===== src/rtl/adat_frame_deframer.sv =====
// adat_frame_deframer
// Deframes the decoded ADAT bit stream into 256-bit frames:
//   sync (10 zeros + '1'), 4 user bits + '1', 8 channels x 6 nibbles, each nibble + '1'.
// Bits are consumed only on edges where bit_tick_ni is low and bit_valid_i is high.
// Ports:
//   clk_x4_i         x4 bit clock, only clock of the block
//   rst_i            synchronous reset, active-high, highest priority
//   bit_tick_ni      active-low bit strobe
//   bit_i            decoded data bit
//   bit_valid_i      decoder synced flag; low during a strobe forces a silent unlock
//   sample_data_o    24-bit channel sample, MSB is the first received bit
//   sample_channel_o channel index of sample_data_o
//   sample_valid_o   1-cycle pulse, sample outputs updated
//   user_bits_o      user bits of the current frame, first received bit in [3]
//   frame_start_o    1-cycle pulse when the user bits are accepted
//   locked_o         high while frame alignment is held
//   frame_error_o    1-cycle pulse on a framing violation while locked
module adat_frame_deframer #(
  parameter int unsigned SYNC_ZEROS     = 10,
  parameter int unsigned HUNT_MIN_ZEROS = 10
) (
  input  logic        clk_x4_i,
  input  logic        rst_i,
  input  logic        bit_tick_ni,
  input  logic        bit_i,
  input  logic        bit_valid_i,
  output logic [23:0] sample_data_o,
  output logic [2:0]  sample_channel_o,
  output logic        sample_valid_o,
  output logic [3:0]  user_bits_o,
  output logic        frame_start_o,
  output logic        locked_o,
  output logic        frame_error_o
);

  localparam logic [3:0] SyncZeros = 4'(SYNC_ZEROS);
  localparam logic [3:0] HuntMin   = 4'(HUNT_MIN_ZEROS);

  typedef enum logic [2:0] {
    StHunt,
    StUser,
    StUserSep,
    StNibble,
    StNibSep,
    StSync
  } state_e;

  state_e      state;
  logic [3:0]  zcnt;
  logic [2:0]  nib;
  logic [2:0]  ch;
  logic [1:0]  bcnt;   // bit position inside the current 4-bit group
  logic [23:0] acc;
  logic [3:0]  ushift;

  logic consume;
  logic drop;
  logic err;

  assign consume = ~bit_tick_ni & bit_valid_i;
  assign drop    = ~bit_tick_ni & ~bit_valid_i;

  // Framing violations: a missing separator, or a sync run of the wrong length.
  always_comb begin
    err = 1'b0;
    if (consume) begin
      case (state)
        StUserSep, StNibSep: err = ~bit_i;
        StSync:              err = bit_i ? (zcnt != SyncZeros) : (zcnt == SyncZeros);
        default:             err = 1'b0;
      endcase
    end
  end

  always_ff @(posedge clk_x4_i) begin
    if (rst_i) begin
      state            <= StHunt;
      zcnt             <= '0;
      nib              <= '0;
      ch               <= '0;
      bcnt             <= '0;
      acc              <= '0;
      ushift           <= '0;
      sample_data_o    <= '0;
      sample_channel_o <= '0;
      sample_valid_o   <= 1'b0;
      user_bits_o      <= '0;
      frame_start_o    <= 1'b0;
      locked_o         <= 1'b0;
      frame_error_o    <= 1'b0;
    end else begin
      sample_valid_o <= 1'b0;
      frame_start_o  <= 1'b0;
      frame_error_o  <= 1'b0;
      if (drop) begin
        // Decoder lost sync: unlock quietly, no error pulse.
        state    <= StHunt;
        locked_o <= 1'b0;
        zcnt     <= '0;
        nib      <= '0;
        ch       <= '0;
        bcnt     <= '0;
      end else if (err) begin
        state         <= StHunt;
        locked_o      <= 1'b0;
        frame_error_o <= 1'b1;
        // The offending zero already counts toward the next sync run.
        zcnt          <= bit_i ? 4'd0 : 4'd1;
        nib           <= '0;
        ch            <= '0;
        bcnt          <= '0;
      end else if (consume) begin
        case (state)
          StHunt: begin
            if (!bit_i) begin
              if (zcnt != 4'd15) zcnt <= zcnt + 4'd1;
            end else if (zcnt >= HuntMin) begin
              state    <= StUser;
              locked_o <= 1'b1;
              zcnt     <= '0;
              bcnt     <= '0;
            end else begin
              zcnt <= '0;
            end
          end
          StUser: begin
            ushift <= {ushift[2:0], bit_i};
            bcnt   <= bcnt + 2'd1;
            if (bcnt == 2'd3) state <= StUserSep;
          end
          StUserSep: begin
            user_bits_o   <= ushift;
            frame_start_o <= 1'b1;
            ch            <= '0;
            nib           <= '0;
            bcnt          <= '0;
            state         <= StNibble;
          end
          StNibble: begin
            acc  <= {acc[22:0], bit_i};
            bcnt <= bcnt + 2'd1;
            if (bcnt == 2'd3) state <= StNibSep;
          end
          StNibSep: begin
            bcnt <= '0;
            if (nib != 3'd5) begin
              nib   <= nib + 3'd1;
              state <= StNibble;
            end else begin
              sample_data_o    <= acc;
              sample_channel_o <= ch;
              sample_valid_o   <= 1'b1;
              nib              <= '0;
              if (ch != 3'd7) begin
                ch    <= ch + 3'd1;
                state <= StNibble;
              end else begin
                state <= StSync;
                zcnt  <= '0;
              end
            end
          end
          StSync: begin
            if (bit_i) begin
              state <= StUser;
              zcnt  <= '0;
              bcnt  <= '0;
            end else begin
              zcnt <= zcnt + 4'd1;
            end
          end
          default: begin
            state    <= StHunt;
            locked_o <= 1'b0;
            zcnt     <= '0;
          end
        endcase
      end
    end
  end

endmodule


===== config.mk =====
export PLATFORM = sky130hd
export DESIGN_NAME = adat_frame_deframer
export DESIGN_NICKNAME = d
export VERILOG_FILES = /design/src/rtl/adat_frame_deframer.sv
export SDC_FILE = /design/constraint.sdc
export NUM_CORES = 1
export LEC_CHECK = 0
export ABC_AREA = 1
export CORE_MARGIN = 4
export CORE_UTILIZATION = 36
export CTS_CLUSTER_SIZE = 16
export DETAILED_ROUTE_END_ITERATION = 10
export GPL_ROUTABILITY_DRIVEN = 0
export PLACE_DENSITY_LB_ADDON = 0.25
export REMOVE_ABC_BUFFERS = 1
export SYNTH_ARGS = -nofsm -noshare
export SYNTH_HDL_FRONTEND = slang
export SYNTH_SLANG_ARGS = --single-unit

===== constraint.sdc =====
create_clock -name clk_x4_i -period 3.9 [get_ports clk_x4_i]
set_input_delay 0.585 -clock clk_x4_i [delete_from_list [all_inputs] [get_ports clk_x4_i]]
set_output_delay 0.585 -clock clk_x4_i [all_outputs]
set_load 0.05 [all_outputs]

; ---- Word-level counts from Yosys, hierarchy flattened
; Index checks and enable logic that the tools add are counted.
[op_classes]
addsub = 4
n_lt_le_gt_ge = 1
n_eq_ne = 22
n_mux = 35
bitwise_logic = 11
n_reduce_logical = 22
[ops]
columns = cell, count
row1 = 3-bit 2-to-1 mux, 10
row2 = 4-bit 2-to-1 mux, 7
row3 = 4-bit AND reduction, 5
row4 = 3-bit one-hot mux with 6 select lines, 1
row5 = 4-bit one-hot mux with 4 select lines, 1
row6 = 5-bit AND reduction, 3
row7 = 2-bit inequality test (second input constant), 7
row8 = 3-bit inequality test (second input constant), 4
row9 = 4-bit inequality test (second input constant), 3
row10 = 3-bit one-hot mux with 2 select lines, 2
row11 = 5-bit OR reduction, 2
row12 = 1-bit NOT, 9
row13 = 1-bit 2-to-1 mux, 8
row14 = 2-bit one-hot mux with 4 select lines, 1
row15 = 3-bit by 1-bit adder with 3-bit output (second input constant), 2
row16 = 3-bit by 2-bit equality test with 1-bit output (second input constant), 2
row17 = 3-bit equality test (second input constant), 2
row18 = 2-bit 2-to-1 mux, 3
row19 = 6-bit AND reduction, 1
row20 = 2-bit OR reduction, 3
row21 = 3-bit OR reduction, 2
row22 = 4-bit by 1-bit adder with 4-bit output (second input constant), 1
row23 = 4-bit equality test (second input constant), 1
row24 = 4-bit greater-or-equal comparator (second input constant), 1
row25 = 11 further kinds, 14
[totals]
reg_bits = 78
in_bits = 5
out_inout_bits = 35

; ---- Depth between registers and ports, before layout
[depth]
depth_word = 6
mapped_depth = 12

; ---- Worst setup path before layout
; OpenSTA, ideal clock, no wires.
[synth_timing]
path_kind = input-to-reg
startpoint = input bit_valid_i
endpoint = register acc[10]
setup_ps = 116
arrival_ps = 1484
t_required_ps = 3784
setup_slack_ps = 2301
path_stages = 7
path_cell_list = inv_1 > nor2_1 > buf_2 > nand2_1 > clkbuf_1 > o21ai_0 > nor2_1
[synth_via]
elab_chain_len = 4
[synth_rtl]
columns = item, line_no
row1 = from (decl), 26  ; input logic bit_valid_i,
row2 = 1-bit bitwise AND or 1-bit NOT (tied branches), "60, 61"
row3 = 1-bit 2-to-1 mux or 1-bit bitwise AND (tied branches), "66, 61"
row4 = 1-bit NOT (no source line), -
row5 = 4-bit AND reduction (no source line) (*), -
row6 = to (signal assigned), 140  ; acc <= {acc[22:0], bit_i};
row7 = to (decl), 53  ; logic [23:0] acc;
; Every way passes the cells marked *; elsewhere a longest branch is shown, timed or not.
; A chain may end at the register's enable or synchronous reset.

; ---- Final worst setup path
[layout_timing]
startpoint = input bit_valid_i
endpoint = register acc[0]
; Same word-level chain as after synthesis.

==> impl.org <==
** Timing
- Setup repair after global routing left no endpoint under its margin.
- The hold violation count in the final report is 0.
- Share of the cycle needed by the critical path after routing :: 0.592
- Total negative slack for setup checks :: 0 ns
- Post-Route Skew :: approximately 0.0086 ns
- Final-report max-slew violation count :: 0
- The clock period could shrink to between 2 and 2.5 ns.
- At the pin with the least slew margin, the transition time is about 0.76 ns.
- Slew margin rel. :: 0.496
- Total of endpoints with negative setup slack in the final report :: 0
- Setup slack after layout :: between 1.5 and 2 ns
- Smallest hold slack :: between 0.4 and 0.5 ns
- Timing would allow up to around 430 MHz.

** Synthesis
- Gate count after technology mapping :: ~420
- By area the synthesized netlist is led by sky130_fd_sc_hd__dfxtp_1 (48%), sky130_fd_sc_hd__nor2_1 (8.5%), sky130_fd_sc_hd__a21oi_1 (7.1%).
- Synth top area share :: 0.484
- The biggest area contributor in the post-synthesis netlist is sky130_fd_sc_hd__dfxtp_1.
- Number of different library cells in the post-synthesis netlist :: 36
- The synthesized netlist occupies a cell area of roughly 0.0032 mm^2.
- For this run, the register share of the synthesized area comes to 0.484.
- Yosys printed 0 warnings.
- After synthesis the netlist holds a flip-flop and latch count of 78.
- In this run the mean area of a mapped cell was 7.61 um^2.

** Finish
- At the end of the flow, the number of nets in the layout was 467.
- The area growth from synthesis to layout is 20.0%.
- Post-route cell area :: roughly 0.0039 mm^2
- The number of antenna diodes in the final layout is 0.
- The multi-input combinational cells in the finished layout cover a total of ~0.0013 mm^2.
- Share of cells above drive strength 1 :: 0.0781
- Number of filler cells placed in the layout :: approximately 900
- Registers take 0.00156 mm^2.

** Routing
- First-iteration detailed-routing DRC count :: between 90 and 100
- Pre-Repair DR Iteration Count :: 4
- The detail route stage leaves a number of antenna-violating nets equal to 0.
- In the final routed layout, each cell accounts on average for 10.9 um.
- Wires add up to between 6000 and 7000 um.
- After detailed routing, the number of remaining DRC violations is 0.
- Vias per std cell :: around 4.7
- The routed layout has approximately 2.7k vias.

** GRT
- Global routing finished with a remaining overflow of 0.
- Vias in the first global route :: 2419
- The number of antenna violations at the first check in global routing came to 0.
- Maximum number of pins on one net before global-route repair :: 55
- Global-route wire length before repair :: around 11000 um
- Across every metal layer, demand over resource in global routing totals 0.124.

** Clock network
- Root buffer selected by CTS :: sky130_fd_sc_hd__clkbuf_8
- Number of buffers on the longest clock path :: 2
- The number of clock buffers added by TritonCTS is 9.
- Clock latency on the worst-skew pair, taken at its later pin, is roughly 0.34 ns.
- In this run, post-CTS repair resized a total of 0 instances.
- In this run, post-CTS hold repair placed 0 buffers.
- TritonCTS clock tree :: done
- Count of buffers added by post-CTS timing repair for setup :: 0
- Clock Sink Count :: 78
- After clock tree synthesis, the clock-pin slew on the worst setup and hold paths is roughly 0.08 ns.
- The clock tree synthesis step divided the H-tree into 3 levels.

** Placement
- Pre-CTS setup slack :: 1.27 ns
- Once placement finished, the instance area stood at 0.00365 mm^2.
- DP Wirelength :: 4300 um
- Number of port buffers :: 39

** Floorplan
- The initialized floorplan defines 34 standard-cell rows.
- For this configuration, the core starts out at a cell density of 0.370.
- The die is 103 um wide.
- Measured along the y axis, the die boundary spans about 100 um.
- After floorplanning, the core was sized to cover about 0.0087 mm^2.
- Die footprint :: 0.0105 mm^2
- During I/O placement, the number of pins put on the boundary was 40.

** Power
- Power per cell area :: 387 mW/mm^2
- Clock power frac :: 0.440
- Of the total power, combinational logic draws 0.028.
- Part of the total power dissipated in sequential elements :: 0.532
- Internal power :: 0.00119 W
- Static leakage :: ~1.4 nW
- In this run the power spent charging and discharging nets is a little over 0.0003 W.
- Across the VDD grid, the largest voltage drop is 203 uV.
- Net Sw Frac :: 0.207
- Summing internal, switching and leakage power gives approximately 0.0015 W.

** Critical path
- The worst setup path is launched from a primary input.
- For the worst setup path, the data required time is between 4 and 5 ns.
- STA puts the critical path data arrival time at between 2 and 3 ns.
- The critical path in this run is classified as in2reg.
- Crit path max fanout :: 25
- The worst setup path is captured at a flip-flop.

** Run status
- Run status :: complete, no violations

** Min path
- The worst hold path belongs to the class reg2reg.

** Run
- Across the run, the number of max-cap violations was 0.
-- routing by layer --
metal	vias to the layer above	wire length, um	GRT usage
met4	0	35	0.0394
met2	49	2710	0.202
met1	1177	3130	0.156
li1	1454	-	-
met5	-	0	0
met3	4	326	0.0372
-- cell type report --
class | instances | share of cell area
Clock inverter | 5 | 0.0213
Multi-Input combinational cell | 272 | 0.346
Tap cell | 108 | 0.0349
Sequential cell | 78 | 0.403
Clock buffer | 10 | 0.0355
Inverter | 55 | 0.0543
Timing Repair Buffer | 41 | 0.105
-- stage by stage --
stage | std cells | util
final | 569 | 0.444
after global placement | 554 | 0.419
after CTS | 569 | 0.444
after floorplan | 405 | -
after detailed placement | 554 | 0.419
after global routing | 569 | 0.444
-- worst max-delay path, cell delays in order --
cell,delay (ns)
sky130_fd_sc_hd__clkdlybuf4s50_1,0.45
sky130_fd_sc_hd__inv_1,0.05
sky130_fd_sc_hd__nor2_1,0.08
sky130_fd_sc_hd__buf_4,0.19
sky130_fd_sc_hd__nand2_1,0.42
sky130_fd_sc_hd__inv_2,0.51
sky130_fd_sc_hd__o21ai_0,0.13
sky130_fd_sc_hd__a21oi_1,0.15
-- sequential cells by signal (all words and copies together), names as in the netlist --
signal and count:
zcnt 4, locked_o 1, user_bits_o 4, bcnt 2, frame_start_o 1, nib 3, ch 3, frame_error_o 1
sample_data_o 24, ushift 4, acc 24, sample_valid_o 1, state 3, sample_channel_o 3
-- final timing paths --
check | slack, ns | startpoint | end | cells after the start
worst max register to register | 1.76 | state[2] | acc[0] | 7
worst min register to register | 0.44 | sample_data_o[23] | sample_data_o[23] | 2
worst max-delay path | 1.59 | bit_valid_i | acc[0] | 8
worst min-delay path | 0.44 | sample_data_o[23] | sample_data_o[23] | 2
-- cells in the final DEF (no fill, tap or decap), drive strengths merged --
cell type and count:
clkbuf 10, a22oi 1, o211ai 1, nand2 40
o21ai 57, dfxtp 78, o21a 1, ha 5
a31oi 1, o22ai 1, nor3 7, clkinv 3
nor3b 1, nor2 76, a21oi 47, nand4 3
xnor2 1, clkdlybuf4s50 39, inv 55, buf 2
nand3 28, o2111ai 1, nand3b 1, bufinv 2
-- power by group through the flow --
stage	registers [W]	logic (W)	clock network, W
CTS	0.000797	0.0000421	0.000684
floorplan	0.000815	0.0000273	0
global placement	0.000815	0.0000417	0
finish	0.000797	0.0000419	0.000659
global route	0.000797	0.0000488	0.000712
detailed placement	0.000815	0.0000420	0
-- synth_stat cells, drive strengths merged --
library cell and instances:
a21oi 47, a22oi 1, a31oi 1, buf 11, clkbuf 8, clkinv 1
dfxtp 78, ha 5, inv 54, nand2 40, nand3 28, nand3b 1
nand4 3, nor2 76, nor3 7, nor3b 1, o2111ai 1, o211ai 1
o21a 1, o21ai 57, o22ai 1, xnor2 1
-- logic make-up after synthesis --
family / share of synthesized area
adder cells (fa/ha/maj): 0.0194
AO/OA/AOI/OAI: 0.176
XOR/XNOR: 0.00271
buffers and inverters: 0.101
flip-flops: 0.484
AND/OR/NAND/NOR: 0.217
Note: power is estimated with default switching activity, not from simulation.
